===== config.mk =====
export PLATFORM = sky130hd
export DESIGN_NAME = tri_dispatch_arbiter
export DESIGN_NICKNAME = d
export VERILOG_FILES = /design/src/rtl/tri_dispatch_arbiter_pkg.sv /design/src/rtl/rr_lane_picker.sv /design/src/rtl/tri_dispatch_arbiter.sv
export SDC_FILE = /design/constraint.sdc
export NUM_CORES = 1
export LEC_CHECK = 0
export CORE_AREA = 3 3 166 168
export CTS_CLUSTER_DIAMETER = 80
export DETAILED_ROUTE_END_ITERATION = 8
export DIE_AREA = 0 0 169 171
export DONT_BUFFER_PORTS = 1
export GPL_TIMING_DRIVEN = 0
export SLEW_MARGIN = 20
export SYNTH_ARGS = -nofsm -noshare
export SYNTH_HDL_FRONTEND = slang
export SYNTH_SLANG_ARGS = --single-unit

===== constraint.sdc =====
create_clock -name clk -period 2.25 [get_ports clk]
set_input_delay 0.5625 -clock clk [delete_from_list [all_inputs] [get_ports clk]]
set_output_delay 0.5625 -clock clk [all_outputs]
set_load 0.005 [all_outputs]

===== src/rtl/tri_dispatch_arbiter_pkg.sv =====
// Shared types for the triangle dispatch path:
// geometry/colour bundles and the dispatcher state encoding.
package tri_dispatch_arbiter_pkg;

  typedef struct packed {
    logic [15:0] x;
    logic [15:0] y;
    logic [15:0] z;
  } Vertex3D;

  typedef struct packed {
    Vertex3D p;
    Vertex3D q;
    Vertex3D r;
  } Triangle3D;

  typedef struct packed {
    logic [7:0] r;
    logic [7:0] g;
    logic [7:0] b;
    logic [7:0] a;
  } Color;

  typedef enum logic [1:0] {
    DS_IDLE,
    DS_LOAD,
    DS_ARB,
    DS_OFFER
  } DispatchState;

endpackage


===== src/rtl/rr_lane_picker.sv =====
// Round-robin lane picker: first requesting lane after ptr,
// wrapping, as a one-hot grant plus a found flag.
module rr_lane_picker #(
  parameter int NUM_RAST = 4,
  localparam int PTR_W = $clog2(NUM_RAST)
) (
  input  logic [NUM_RAST-1:0] req_n,
  input  logic [PTR_W-1:0]    ptr,
  output logic [NUM_RAST-1:0] grant,
  output logic                found
);

  logic [PTR_W-1:0] idx;

  always_comb begin
    grant = '0;
    found = 1'b0;
    idx   = '0;
    for (int k = 1; k <= NUM_RAST; k++) begin
      idx = PTR_W'((int'(ptr) + k) % NUM_RAST);
      if (!found && req_n[idx]) begin
        grant[idx] = 1'b1;
        found      = 1'b1;
      end
    end
  end

endmodule


===== src/rtl/tri_dispatch_arbiter.sv =====
// Triangle dispatcher: pops the texel assembler and offers each
// triangle to a free rasterizer lane. `DISPATCH_STATS_EN adds counters.
module tri_dispatch_arbiter
  import tri_dispatch_arbiter_pkg::*;
#(
  parameter int NUM_RAST = 4,
  parameter int CNT_W    = 16
) (
  input  logic                      clk,
  input  logic                      rst,
  input  logic                      enable,
  input  logic                      flush,
  input  logic                      texel_ready,
  input  Triangle3D                 texel_vertices,
  input  Color                      texel_color,
  output logic                      texel_read,
  input  logic [NUM_RAST-1:0]       rast_busy,
  input  logic [NUM_RAST-1:0]       rast_accept,
  output logic [NUM_RAST-1:0]       rast_valid,
  output Triangle3D                 rast_vertices,
  output Color                      rast_color,
  output logic                      dispatch_idle,
  input  logic                      stats_clear,
  output logic [NUM_RAST*CNT_W-1:0] stats_count
);

  localparam int PTR_W = $clog2(NUM_RAST);

  DispatchState state_q, state_d;
  Triangle3D hold_vtx_q;
  Color hold_col_q;
  logic [PTR_W-1:0] ptr_q;
  logic [PTR_W-1:0] gnt_idx_q;
  logic [NUM_RAST-1:0] gnt_oh_q;
  logic [NUM_RAST-1:0] pick_oh;
  logic [PTR_W-1:0] pick_idx;
  logic pick_found;
  logic pop;
  logic accept_hit;

  rr_lane_picker #(
    .NUM_RAST(NUM_RAST)
  ) u_picker (
    .req_n(~rast_busy),
    .ptr  (ptr_q),
    .grant(pick_oh),
    .found(pick_found)
  );

  always_comb begin
    pick_idx = '0;
    for (int i = 0; i < NUM_RAST; i++) begin
      if (pick_oh[i]) pick_idx = PTR_W'(i);
    end
  end

  // A ready drop or flush in LOAD leaves the triangle in the assembler.
  assign pop = (state_q == DS_LOAD) && texel_ready && !flush;
  assign accept_hit = (state_q == DS_OFFER)
                    && |(rast_accept & gnt_oh_q);

  always_comb begin
    state_d = state_q;
    unique case (state_q)
      DS_IDLE:
        if (!flush && texel_ready && enable)
          state_d = DS_LOAD;
      DS_LOAD:
        state_d = pop ? DS_ARB : DS_IDLE;
      DS_ARB:
        if (flush)
          state_d = DS_IDLE;
        else if (pick_found)
          state_d = DS_OFFER;
      DS_OFFER:
        if (accept_hit || flush)
          state_d = DS_IDLE;
      default:
        state_d = DS_IDLE;
    endcase
  end

  always_ff @(posedge clk) begin
    if (rst) begin
      state_q    <= DS_IDLE;
      hold_vtx_q <= '0;
      hold_col_q <= '0;
      ptr_q      <= PTR_W'(NUM_RAST - 1);
      gnt_idx_q  <= '0;
      gnt_oh_q   <= '0;
    end else begin
      state_q <= state_d;
      if (pop) begin
        hold_vtx_q <= texel_vertices;
        hold_col_q <= texel_color;
      end
      if (state_q == DS_ARB && pick_found) begin
        gnt_oh_q  <= pick_oh;
        gnt_idx_q <= pick_idx;
      end
      if (accept_hit) ptr_q <= gnt_idx_q;
    end
  end

  assign texel_read    = pop;
  assign rast_valid    = (state_q == DS_OFFER) ? gnt_oh_q : '0;
  assign rast_vertices = hold_vtx_q;
  assign rast_color    = hold_col_q;
  assign dispatch_idle = (state_q == DS_IDLE);

`ifdef DISPATCH_STATS_EN
  logic [CNT_W-1:0] cnt_q [NUM_RAST];

  always_ff @(posedge clk) begin
    if (rst || stats_clear) begin
      for (int i = 0; i < NUM_RAST; i++) cnt_q[i] <= '0;
    end else if (accept_hit) begin
      cnt_q[gnt_idx_q] <= cnt_q[gnt_idx_q] + 1'b1;
    end
  end

  always_comb begin
    stats_count = '0;
    for (int i = 0; i < NUM_RAST; i++)
      stats_count[i*CNT_W +: CNT_W] = cnt_q[i];
  end
`else
  logic unused_stats;
  assign unused_stats = stats_clear;
  assign stats_count  = '0;
`endif

endmodule


Word-level counts from Yosys, hierarchy flattened
Cells that the tools add are included.
W data, S select, Z words.
{"block": "classes", "addsub": 4, "magnitude_cmp": 8, "eq_ne": 6, "mux": 34, "n_bitwise": 5, "n_reduce_logical": 21}
{"op": "$mux W4", "count": 5}
{"op": "$mux W2", "count": 7}
{"op": "$logic_and A1 B1 Y1", "count": 13}
{"op": "$mux W1", "count": 13}
{"op": "$lt A2 B3 Y1 const B", "count": 4}
{"op": "$or A4 B4 Y4", "count": 3}
{"op": "$bmux W1 S2", "count": 4}
{"op": "$demux W1 S2", "count": 4}
{"op": "$ge A2 B1 Y1 const B", "count": 4}
{"op": "$pmux W2 S4", "count": 1}
{"op": "$add A2 B1 Y2 const B", "count": 2}
{"op": "$add A2 B2 Y2 const B", "count": 2}
{"op": "$and A4 B4 Y4", "count": 1}
{"op": "$eq A2 B2 Y1 const B", "count": 2}
{"op": "$logic_not A1 Y1", "count": 4}
{"op": "$ne A2 B1 Y1 const B", "count": 2}
{"op": "$not A4 Y4", "count": 1}
{"op": "$reduce_or A4 Y1", "count": 1}
{"op": "$ne A3 B3 Y1 const B", "count": 1}
{"op": "$reduce_and A3 Y1", "count": 1}
{"op": "$eq A2 B1 Y1 const B", "count": 1}
{"op": "$logic_not A2 Y1", "count": 1}
{"op": "$logic_or A1 B1 Y1", "count": 1}
{"block": "word_totals", "register_bits": 186, "inputBits": 190, "out_inout_bits": 246, "elab_cells": 95}

Logic depth before layout (Yosys ltp)
Gate-level depths: netlist (run 1).
{"block": "depth", "ltp_word": 16, "mapped_depth": 8, "ltp_nobuf": 7}

Hierarchy
From an unflattened synthesis (run 1), not the netlist that was laid out.
{"block": "unflattened", "cells_unflattened": 938, "hier_area_um2": 7519.7}
{"module": "tri_dispatch_arbiter", "n_inst": 1, "cells_per_inst": 890, "area_per_inst_um2": 7104.3, "seq_area_each_um2": 3723.6}
{"module": "rr_lane_picker", "n_inst": 1, "cells_per_inst": 48, "area_per_inst_um2": 415.4, "seq_area_each_um2": 0.0}

Worst setup path after synthesis (run 1)
Ideal clock, no wire load.
{"block": "synth_path", "path_kind": "flip-flop to flip-flop", "startpoint": "register ptr_q[1]", "endpoint": "register gnt_idx_q[1]", "setup_time_ns": 0.134, "arrival_time_ns": 2.075, "required_ns": 2.116, "slack_ns": 0.041, "stages_incl_launch_ff": 9, "path_buffers": 1, "period_less_slack_ns": 2.209, "cell_sequence": "dfxtp_1 clkbuf_1 inv_1 ha_1 mux2_2 o22ai_1 a221o_1 a221oi_4 a211oi_1"}
{"block": "synth_between", "elab_chain_len": 15, "elab_cells_between_ends": 52, "cone_classes": "add/sub (4); order compare (8); mux (26); bitwise (3); reduce/logical (11)"}
{"element": "start: declaration", "line_no": "tri_dispatch_arbiter.sv:32", "source": "logic [PTR_W-1:0] ptr_q;"}
{"element": "start signal: assignment", "line_no": "tri_dispatch_arbiter.sv:88", "source": "ptr_q <= PTR_W'(NUM_RAST - 1);"}
{"element": "start signal: assignment", "line_no": "tri_dispatch_arbiter.sv:101", "source": "if (accept_hit) ptr_q <= gnt_idx_q;"}
{"element": "parallel branches: the longest is 15 deep, another holds $lt A2 B3 Y1"}
{"element": "end signal: assignment", "line_no": "tri_dispatch_arbiter.sv:99", "source": "gnt_idx_q <= pick_idx;"}
{"element": "end: declaration", "line_no": "tri_dispatch_arbiter.sv:33", "source": "logic [PTR_W-1:0] gnt_idx_q;"}
Several ways; the timed one is not identified. The select of a mux whose other input is x is not followed.
A chain may end at the register's enable or synchronous reset.

Worst setup path after layout (run 1)
Same ends and word-level chain as after synthesis.

==> results of run 1 <==
==> state kept, by name, summed over array words and instances (netlist names) <==
register / cells
gnt_oh_q: 4
ptr_q: 2
state_q: 2
rast_color: 32
rast_vertices: 144
gnt_idx_q: 2
==> placed cells by master, fill, tap and decap left out, types with 3 or more instances in the layout <==
cell type	count
a22oi_1	3
clkinv_4	3
buf_4	74
and3_1	5
nand2_1	363
ha_1	3
a221o_1	3
a21oi_1	178
conb_1	64
a211oi_1	3
clkbuf_16	17
o22ai_1	3
nor2_1	10
dfxtp_1	183
clkinv_8	3
inv_8	3
inv_6	5
clkbuf_1	42
nand2b_1	3
nor3_1	3
buf_2	16
==> per-layer routing <==
layer | vias to the layer above | track usage, % | routed length [µm]
met4 | 0 | 4.59 | 371
met3 | 15 | 4.81 | 2170
met5 | - | 0 | 0
met2 | 253 | 25.5 | 11700
li1 | 3101 | - | -
met1 | 2873 | 17.5 | 8930
==> worst paths after layout <==
kind / from / to / slack [ns] / depth (start not counted)
hold reg to reg: rast_vertices[10] / rast_vertices[10] / 0.47 / 2
setup / recovery: ptr_q[1] / gnt_idx_q[1] / 0.07 / 7
setup reg to reg: ptr_q[1] / gnt_idx_q[1] / 0.07 / 7
hold / removal: flush / state_q[1] / 0.21 / 1
==> final cells by class <==
class	instances	share of cell area, %
clock inverter	15	2.05
inverter	4	0.315
sequential	186	42.7
tap	335	4.80
buffer	129	8.99
clock buffer	17	4.87
multi-input combinational	677	35.4
timing repair buffer	10	0.860
==> power breakdown <==
part           switching [mW]  total [mW]  internal [mW]
clock                    1.48        3.08           1.60
combinational           0.159       0.279          0.120
sequential             0.0215        3.33           3.31
==> per-stage QoR <==
stage / total power, mW / util [%] / std cells / hold WS (ns) / TNS [ns]
2_1_floorplan: 3.63 / - / 997 / 0.436 / 0
3_3_place_gp: 3.68 / 30.6 / 1332 / 0.463 / -12.70
3_5_place_dp: 3.68 / 30.6 / 1332 / 0.459 / -14.00
4_1_cts: 6.78 / 33.1 / 1364 / 0.184 / 0
5_1_grt: 6.95 / 33.5 / 1373 / 0.179 / -0.0404
6_report: 6.69 / 33.5 / 1373 / 0.210 / 0
==> cell families after synthesis <==
family                     count (synthesis)  share of synthesized area (%)
muxes                                      6                           1.21
DFF                                      186                           50.9
AOI/OAI and AO/OA                        205                           15.4
other                                      1                         0.0512
buffers and inverters                    134                           10.5
and+or+nand+nor                          398                           21.3
adders and majority gates                  4                          0.684
==> worst max-delay path: stages, from the launching register on <==
cell and delay [ns]:
dfxtp_4 0.38, buf_8 0.13, clkinvlp_4 0.11, ha_4 0.30, mux4_2 0.37, or2_2 0.32, a221oi_4 0.32, a211oi_2 0.11
==> timing repair <==
item,in CTS,in global routing
pin swaps,1,3
buffers inserted,1,9
resized for setup,14,11
setup endpoints to repair,107,5
==> impl_metrics.toml, run 1 <==
[final_layout]
n_fill_cell = 2770
nNetsFinal = 1219
seq_area_um2 = 3730
diodes = 0
synthToLayoutAreaGrowth_pct = 19.2
final_area_um2 = 8730
drive_gt1_share_pct = 14.0
multi_input_area_um2 = 3090

[pwr]
vdd_drop_max_mv = 0.367
static-leakage-power_nw = 3.18
power_density_nw_per_um2 = 767

[worst_setup_path]
crit_required_ns = 2.53
cp_data_arrival_time_ns = 2.46
critPathKind = "register to register"
worstPathMaxFanout = 9
startpoint_type = "register"
end_kind = "register"

[synthesis]
ys_top_cells_by_count = "nand2_1, dfxtp_1, a21oi_1"
synth_warnings = 0
synthTopCellsByArea = "dfxtp_1, nand2_1, a21oi_1"
seq_area_frac_synth_pct = 50.9
syn_area_per_cell_um2 = 7.84
synth_top_area_cell = "dfxtp_1"
async_reset_ff_share_pct = 0
yosysMostFrequentCell = "nand2_1"
yosysUniqueCellTypes = 44
synth.ff_latch_count = 186
synthFlopType = "dfxtp_1"
synth_top_cell_area_share_pct = 50.9
netlist_area_um2 = 7320
syn_inst = 934
synth-edff-count = 0

[sta]
fmax_mhz = 459
finalCriticalPeriod_ns = 2.18
max_slew_margin_pct = 49.5
skew_ns = 0.00992
setup_viol = 0
worst_slack_ns = 0.0708
period_share_pct = 96.9
hold_viol_final = 0
drv_slew = 0
tightestPinTransition_ns = 0.757

[clock_tree]
clk_pin_slew_ns = 0.08
clock_path_buffers = 2
clock_latency_ns = 0.42
cts_root_buf = "clkbuf_16"
h-tree-depth = 4
cts.sinks = 186
ctsHoldBuffers = 0
cts_made_buffers = 17
cts_tree = "yes"

[die]
row_count = 59
die-area_um2 = 28900
fp.dieW_um = 169
chipHeight_um = 171
core_um2 = 26100
ios = 436
initial_core_util_pct = 28.1

[grt]
grt_pass1_wl_um = 33700
grt_max_degree = 20
overflow = 0
first_global_vias = 5735
antenna_found_initial = 0
track_usage_pct = 14.8

[route]
drc = 0
wl_per_cell_um = 16.9
final_antenna_net_count = 0
drt_iter0_drc = 262
first_pass_iters = 5
wirelength_um = 23200
vias = 6242
via_per_inst = 4.55

[status]
status = "completed"

[hold_path]
hp-class = "input port to register"

[placed_design]
placedInstanceArea_um2 = 7980
pre_cts_slack_ns = -0.442
gp_congestion = 0.890
portBuffers = 0
dpl.hpwl_um = 18100

[flow_run]
drv_cap = 0
Power figures use the tool's default switching activity.
==> inputs of run 2 (changes only) <==
- SLEW_MARGIN: 20 -> unset
==> results of run 2 <==
Same layout as run 1: the final DEF is identical, and so are final timing and power.
==> inputs of run 3 (changes only) <==
- SKIP_LAST_GASP: unset -> 1
==> results of run 3 <==
Same layout as run 1: the final DEF is identical, and so are final timing and power.
